[config.mk]
export PLATFORM = sky130hd
export DESIGN_NAME = parallel_serial
export DESIGN_NICKNAME = d
export VERILOG_FILES = /design/src/rtl/serial_audio_pkg.sv /design/src/rtl/lrclk_edge_det.sv /design/src/rtl/parallel_serial.sv
export SDC_FILE = /design/constraint.sdc
export NUM_CORES = 1
export LEC_CHECK = 0
export BUFFER_PORTS_ARGS = -buffer_cell sky130_fd_sc_hd__buf_4
export CORE_ASPECT_RATIO = 0.5
export CORE_MARGIN = 4
export CORE_UTILIZATION = 40
export CTS_BUF_LIST = sky130_fd_sc_hd__clkbuf_8
export DETAILED_ROUTE_END_ITERATION = 12
export PLACE_DENSITY = 0.65
export SLEW_MARGIN = 20
export SYNTH_ARGS = -nofsm -noshare
export SYNTH_HDL_FRONTEND = slang
export SYNTH_SLANG_ARGS = --single-unit
[constraint.sdc]
create_clock -name i_clk -period 2.1 [get_ports i_clk]
set_input_delay 0.21 -clock i_clk [delete_from_list [all_inputs] [get_ports i_clk]]
set_output_delay 0.21 -clock i_clk [all_outputs]
set_load 0.005 [all_outputs]
[src/rtl/serial_audio_pkg.sv]
// Shared types and helpers for the serial audio codec interface (DAC serializer, ADC deserializer).
package serial_audio_pkg;

  typedef enum logic [1:0] {
    IDLE  = 2'd0,
    SHIFT = 2'd1,
    DONE  = 2'd2
  } ps_state_e;

  localparam int AUDIO_DATA_W = 32;

  // Width of a down-counter that must hold DATA_W-1; never narrower than one bit.
  function automatic int cnt_w(input int w);
    return (w <= 2) ? 1 : $clog2(w);
  endfunction

endpackage

[src/rtl/lrclk_edge_det.sv]
// Frame-clock rising-edge detector: one-cycle pulse in the cycle lrclk first reads high.
// Latency: combinational pulse against one register stage; no backpressure.
module lrclk_edge_det (
  input  logic clk,
  input  logic rst_n,
  input  logic lrclk,
  output logic rise
);

  logic lrclk_q;

  always_ff @(posedge clk or negedge rst_n) begin
    if (!rst_n) begin
      lrclk_q <= 1'b0;
    end else begin
      lrclk_q <= lrclk;
    end
  end

  assign rise = lrclk & ~lrclk_q;

endmodule

[src/rtl/parallel_serial.sv]
// Parallel-to-serial DAC feeder: MSB first from the edge after an lrclk rise; sample_req one cycle after the LSB.
// One-entry hold register; ready drops the cycle after accept. Macro PARALLEL_SERIAL_UNDERRUN_MUTE_EN mutes underrun frames.
module parallel_serial
  import serial_audio_pkg::*;
#(
  parameter int DATA_W = AUDIO_DATA_W
) (
  input  logic              i_clk,
  input  logic              i_rst_n,
  input  logic              i_lrclk,
  input  logic [DATA_W-1:0] i_data_parallel_DAC,
  input  logic              i_data_valid,
  output logic              o_data_ready,
  output logic              o_data_serial_DAC,
  output logic              o_sample_req,
  output logic              o_busy,
  output logic              o_underrun,
  output logic              o_frame_err
);

  localparam int CW = cnt_w(DATA_W);

  ps_state_e         state;
  logic [CW-1:0]     cnt;
  logic [DATA_W-1:0] shift_q;
  logic [DATA_W-1:0] hold_q;
  logic [DATA_W-1:0] last_q;
  logic              hold_full;
  logic              start;
  logic              accept;
  logic [DATA_W-1:0] load_val;

  lrclk_edge_det u_edge (
    .clk   (i_clk),
    .rst_n (i_rst_n),
    .lrclk (i_lrclk),
    .rise  (start)
  );

  assign o_data_ready = ~hold_full;
  assign accept       = i_data_valid & ~hold_full;
  assign o_busy       = (state != IDLE);

  // Sample loaded into the shifter at frame start; an empty hold register is an underrun.
  always_comb begin
    load_val = hold_q;
    if (!hold_full) begin
`ifdef PARALLEL_SERIAL_UNDERRUN_MUTE_EN
      load_val = '0;
`else
      load_val = last_q;
`endif
    end
  end

  always_ff @(posedge i_clk or negedge i_rst_n) begin
    if (!i_rst_n) begin
      state             <= IDLE;
      cnt               <= '0;
      shift_q           <= '0;
      hold_q            <= '0;
      last_q            <= '0;
      hold_full         <= 1'b0;
      o_data_serial_DAC <= 1'b0;
      o_sample_req      <= 1'b0;
      o_underrun        <= 1'b0;
      o_frame_err       <= 1'b0;
    end else begin
      o_sample_req <= 1'b0;
      o_underrun   <= 1'b0;
      o_frame_err  <= 1'b0;

      // accept and the start-time clear are exclusive: accept needs hold empty, the clear needs it full.
      if (accept) begin
        hold_q    <= i_data_parallel_DAC;
        hold_full <= 1'b1;
      end

      if (start && (state != IDLE)) begin
        o_frame_err <= 1'b1;
      end

      case (state)
        IDLE: begin
          if (start) begin
            state             <= SHIFT;
            shift_q           <= load_val;
            cnt               <= CW'(DATA_W - 1);
            o_data_serial_DAC <= load_val[DATA_W-1];
            if (hold_full) begin
              hold_full <= 1'b0;
              last_q    <= hold_q;
            end else begin
              o_underrun <= 1'b1;
            end
          end
        end
        SHIFT: begin
          if (cnt != '0) begin
            shift_q           <= shift_q << 1;
            o_data_serial_DAC <= shift_q[DATA_W-2];
            cnt               <= cnt - 1'b1;
          end else begin
            state             <= DONE;
            o_data_serial_DAC <= 1'b0;
            o_sample_req      <= 1'b1;
          end
        end
        DONE: begin
          state <= IDLE;
        end
        default: begin
          state <= IDLE;
        end
      endcase
    end
  end

endmodule

* Yosys cells after proc, flatten, opt, wreduce, memory -nomap -nowiden
Cells that the tools add are included.
** Storage, ports and cells
- Register bits after elaboration :: 108
- Bits in latches :: 0
- Memory bits (writable) :: 0
- Memory bits (read-only) :: 0
- Bits of input ports :: 36
- Output and inout port bits :: 6
- Memories :: 0
** Cells by class
- Add/sub/neg operators :: 1
- $mul :: 0
- Div/mod/pow operators :: 0
- $lt $le $gt $ge :: 0
- Equal/unequal tests :: 4
- Shift-type cells :: 0
- Muxes and demuxes :: 23
- Bitwise logic cells :: 4
- Reduce and logical (&&, ||, !) cells :: 9
** Operators by type and width (number)
- 31-bit 2-to-1 mux :: 2
- 31-bit one-hot mux with 2 select lines :: 1
- 32-bit 2-to-1 mux :: 1
- 1-bit 2-to-1 mux :: 12
- 5-bit 2-to-1 mux :: 2
- 5-bit one-hot mux with 2 select lines :: 1
- 2-bit inequality test, second input constant :: 3
- 2-bit AND reduction :: 3
- 5-bit nonzero test :: 1
- 5-bit by 1-bit subtractor with 5-bit output, second input constant :: 1
- 2-bit 2-to-1 mux :: 2
- 2-bit one-hot mux with 2 select lines :: 1
- 2-bit nonzero test :: 2
- 3-bit AND reduction :: 1
- 1-bit AND :: 2
- 2-bit by 1-bit == test with 1-bit output, second input constant :: 1
- 2-bit logical NOT :: 1
- 1-bit inverter :: 2
- 1-bit one-hot mux with 2 select lines :: 1
- 1-bit logical AND :: 1

* Longest topological paths before layout
- Depth in word-level cells :: 6
- Gate-level depth with buffers :: 6

* Modules after synthesis
Synthesis repeated with hierarchy kept, for this count alone.
** Second synthesis, totals
- Cells, all modules :: 389
- Area total of the unflattened synthesis :: 4938.5 um2
** Modules (own cells, without submodules)
- parallel_serial :: instances 1, cells each 387, area each 4899.7 um2
- lrclk_edge_det :: instances 1, cells each 2, area each 38.8 um2

* Worst setup path after synthesis
Ideal clock, no wire load.
- Path type :: register to register
- From :: reg state[1]
- To :: reg shift_q[25]
- Library setup time :: 0.127 ns
- Arrival :: 1.659 ns
- Data required time :: 1.973 ns
- Path slack :: 0.314 ns
- Cell stages (with the launch flop) :: 6
- Buffers on the path :: 2
- Clock period less this slack :: 1.786 ns
- Cells stage by stage :: dfrtp_1 buf_6 or4b_4 o21ai_4 buf_8 mux2_1
** Between the ends
- Word-level cells in the longest chain between the ends :: 3
** RTL lines
- from (decl) :: RTL line parallel_serial.sv:23 : ps_state_e state;
- from (signal assigned) :: RTL line parallel_serial.sv:58 : state <= IDLE;
- from (signal assigned) :: RTL line parallel_serial.sv:86 : state <= SHIFT;
- from (signal assigned) :: RTL line parallel_serial.sv:104 : state <= DONE;
- 2-bit by 1-bit == test with 1-bit output or 2-bit logical NOT (tied branches) :: RTL line parallel_serial.sv:83 : case (state)
- 2-bit inequality test (no source line) or 2-bit nonzero test (tied branches)
- 3-bit AND reduction (no source line)
- to (signal assigned) :: RTL line parallel_serial.sv:87 : shift_q <= load_val;
- to (signal assigned) :: RTL line parallel_serial.sv:100 : shift_q <= shift_q << 1;
- to (decl) :: RTL line parallel_serial.sv:25 : logic [DATA_W-1:0] shift_q;
Several ways; a longest one is shown, not always the timed one.
A chain may end at the register's enable or synchronous reset.

* Worst setup path after layout
- From :: reg state[1]
- To :: reg shift_q[17]
Same word-level chain as after synthesis.

==> impl_metrics.csv <==
group,metric,value,unit
setup_path,path_cells,"buf_4 > nand2b_1 > o21ai_4 > buf_12 > mux2_1",
placement,place_ws,0.154,ns
sta,holdWs,0.0553,ns
global_routing,grt_first_pass_wirelength,15.0,mm
logic_synthesis,syn_avg_cell_area,12.4,µm²
sta,finalSetupViolCount,0,
clock_tree,htreeDepth,3,
finish,nets,465,
sta,rsz0062_at_grt,"no",
setup_path,path_depth,5,
clock_tree,clkSinkCount,108,
global_routing,overflow,0,
logic_synthesis,ys_top_cells_by_area,"dfrtp_1 (56%), mux2_2 (8.4%), mux2i_1 (6.9%)",
clock_tree,cts_made_buffers,9,
floorplan,die-area,0.0140,mm²
routing,wl,8.52,mm
setup_path,arrival,2.23,ns
global_routing,grtUsageTotal,13.2,%
logic_synthesis,synth_mux_area_share,21.3,%
logic_synthesis,yosys.area_share.simple,9.74,%
setup_path,required,2.36,ns
routing,drc,0,
routing,vias_per_cell,4.95,
clock_tree,post-cts-setup-buffers,0,
logic_synthesis,yosysWarnings,0,
setup_path,cp_slowest_cell,"o21ai_4",
setup_path,critPathTopFamily,"compound AO/OA/AOI/OAI gates",
finish,antenna_cells,0,
setup_path,critical_path_buf_inv_count,2,
power,p_per_area,1470,mW/mm²
finish,drive_gt1_share,26.1,%
run_status,outcome,"completed",
clock_tree,clockBufferDepth,2,
routing,antenna_left,0,
logic_synthesis,yosysSeqAreaShare,56.1,%
sta,finalClockSkew,0.0189,ns
floorplan,start_util,40.8,%
floorplan,core-area,0.0118,mm²
sta,finalCriticalPeriod,1.97,ns
min_path,hold_depth,2,
sta,fmax,508,MHz
setup_path,worstRegToRegCells,5,
setup_path,end_kind,"flop",
floorplan,die_width,163,µm
setup_path,path_class,"flop to flop",
floorplan,ios,42,
finish,stdcell_count,598,
logic_synthesis,syn_nets,426,
min_path,min_path_type,"primary input to flop",
sta,worstMarginPinSlew,0.563,ns
routing,drt_iter0_drc,190,
sta,slew_viol_final,0,
logic_synthesis,synthAdderAreaFrac,0.260,%
global_routing,grt_start_max_net_pins,67,
finish,fillers,1084,
finish,syn2layout_area_growth,14.8,%
sta,hold_violations,0,
global_routing,antenna_found_initial,0,
sta,max-slew-margin-rel,62.5,%
clock_tree,clock_latency,0.38,ns
logic_synthesis,synth_top_area_share,56.1,%
logic_synthesis,yosysTopAreaCell,"dfrtp_1",
logic_synthesis,syn_area,0.00482,mm²
placement,gp_congestion,0.731,
global_routing,first_global_vias,3039,
routing,routedWlPerCell,14.2,µm
logic_synthesis,ys_types,35,
routing,vias,2958,
power,p_leak,2.51,nW
placement,io_buffers,41,
routing,first_pass_iters,4,
logic_synthesis,synth_top_family_by_area,"multiplexers",
power,ir_drop,0.511,mV
floorplan,chipHeight,85.6,µm
flow_run,maxCapViolations,0,
logic_synthesis,ys_ff_latch,108,
setup_path,critPathLaunchType,"flop",
setup_path,worstPathMaxFanout,22,
placement,dp_hpwl,5.52,mm
floorplan,std_cell_rows,28,
placement,dp_cells,580,
sta,fin_tns_setup,0,ns
logic_synthesis,synthCells,389,
clock_tree,root_buffer,"clkbuf_8",
setup_path,cpPeakStageDelay,0.45,ns
logic_synthesis,synth_compound_area_share,8.49,%
sta,min_period_over_period,93.7,%
clock_tree,clkTransAtPathRegs,0.11,ns
logic_synthesis,synthXorXnorAreaFrac,0.182,%
sta,fin_ws,0.132,ns
clock_tree,cts_tree,"done",
where the power goes:
| part | switching [mW] | internal, mW |
|---|---|---|
| clock | 0.701 | 0.548 |
| combinational | 1.47 | 1.73 |
| sequential | 0.581 | 3.10 |
sequential cells by signal, summed over array words and instances (netlist names):
register	cells
o_frame_err	1
hold_full	1
cnt	5
last_q	32
hold_q	32
o_sample_req	1
o_underrun	1
shift_q	31
state	2
o_data_serial_DAC	1
u_edge.lrclk_q	1
repair_timing:
action                                 4_1_cts  5_1_grt
hold buffers                                 2        0
gates resized for setup                      0        0
endpoints found under the hold margin       26        0
layer usage:
layer	GRT usage (%)	wire, µm
met5	0	0
met4	4.11	121
met3	3.26	236
met2	20.8	3880
met1	18.4	4280
logic make-up (layout without fill, tap and decap cells):
logic type | after synthesis | in the layout
DFF | 108 | 108
muxes | 95 | 95
and+or+nand+nor | 79 | 79
AOI/OAI and AO/OA | 73 | 73
buffers and inverters | 32 | 76
adders and majority gates | 1 | 1
xor gates and xnor gates | 1 | 1
cells in the final DEF (no fill, tap or decap), drive strengths merged, types with 2 or more instances in the layout:
| cell type | Yosys | layout |
|---|---|---|
| nor3 | 2 | 2 |
| clkinv | 0 | 2 |
| buf | 17 | 55 |
| o21a | 2 | 2 |
| inv | 3 | 6 |
| nor2 | 3 | 3 |
| a22o | 2 | 2 |
| mux2 | 62 | 62 |
| o21ba | 2 | 2 |
| nor2b | 3 | 3 |
| dfrtp | 108 | 108 |
| nor3b | 30 | 30 |
| clkbuf | 12 | 9 |
| a21oi | 30 | 30 |
| nor4b | 2 | 2 |
| o21ai | 33 | 33 |
| mux2i | 33 | 33 |
| nand2 | 33 | 33 |
| dlygate4sd3 | 0 | 2 |
worst register-to-register path, cell delays in order, from the launching register on:
cell and delay, ns:
dfrtp_1 0.41, buf_4 0.19, nand2b_1 0.20, o21ai_4 0.45, buf_12 0.24, mux2_1 0.35
final timing paths:
check | start | to | slack (ns)
max in group asynchronous | i_rst_n | last_q[31] | 1.08
setup reg to reg | state[1] | shift_q[17] | 0.13
setup / recovery | state[1] | shift_q[17] | 0.13
hold reg to reg | last_q[12] | last_q[12] | 0.49
hold / removal | i_data_parallel_DAC[3] | hold_q[3] | 0.06
min in group asynchronous | i_rst_n | last_q[3] | 0.28
cell usage after synthesis (all sizes together):
master and count:
o21ai 33, xnor2 1, a22o 2, o22ai 1
nor2b 3, or2 1, nand3b 1, a2bb2oi 1
nor2 3, nand2 33, mux2 62, buf 17
o31ai 1, ha 1, and3b 1, mux2i 33
a21o 1, clkbuf 12, inv 3, dfrtp 108
nand3 1, nand2b 1, nor4b 2, or4b 1
o21a 2, nor3 2, o21ba 2, a21oi 30
nor3b 30
layout make-up:
class                   count  area [µm²]  share of cell area [%]
well taps                 165         206                    3.73
clock buffers               9         124                    2.24
inverters                   3        11.3                   0.204
repair buffers             57         483                    8.73
multi-input cells         249        1940                    35.0
flip-flops and latches    108        2700                    48.9
clock inverters             7        67.6                    1.22
metrics by stage:
stage | power, mW | area [µm²] | util [%]
finish | 8.14 | 5530 | 46.9
global route | 8.83 | 5530 | 46.9
CTS | 8.25 | 5530 | 46.9
detailed placement | 6.99 | 5320 | 45.1
global placement | 6.87 | 5320 | 45.1
floorplan | 6.19 | 4820 | -
Power figures use the tool's default switching activity.
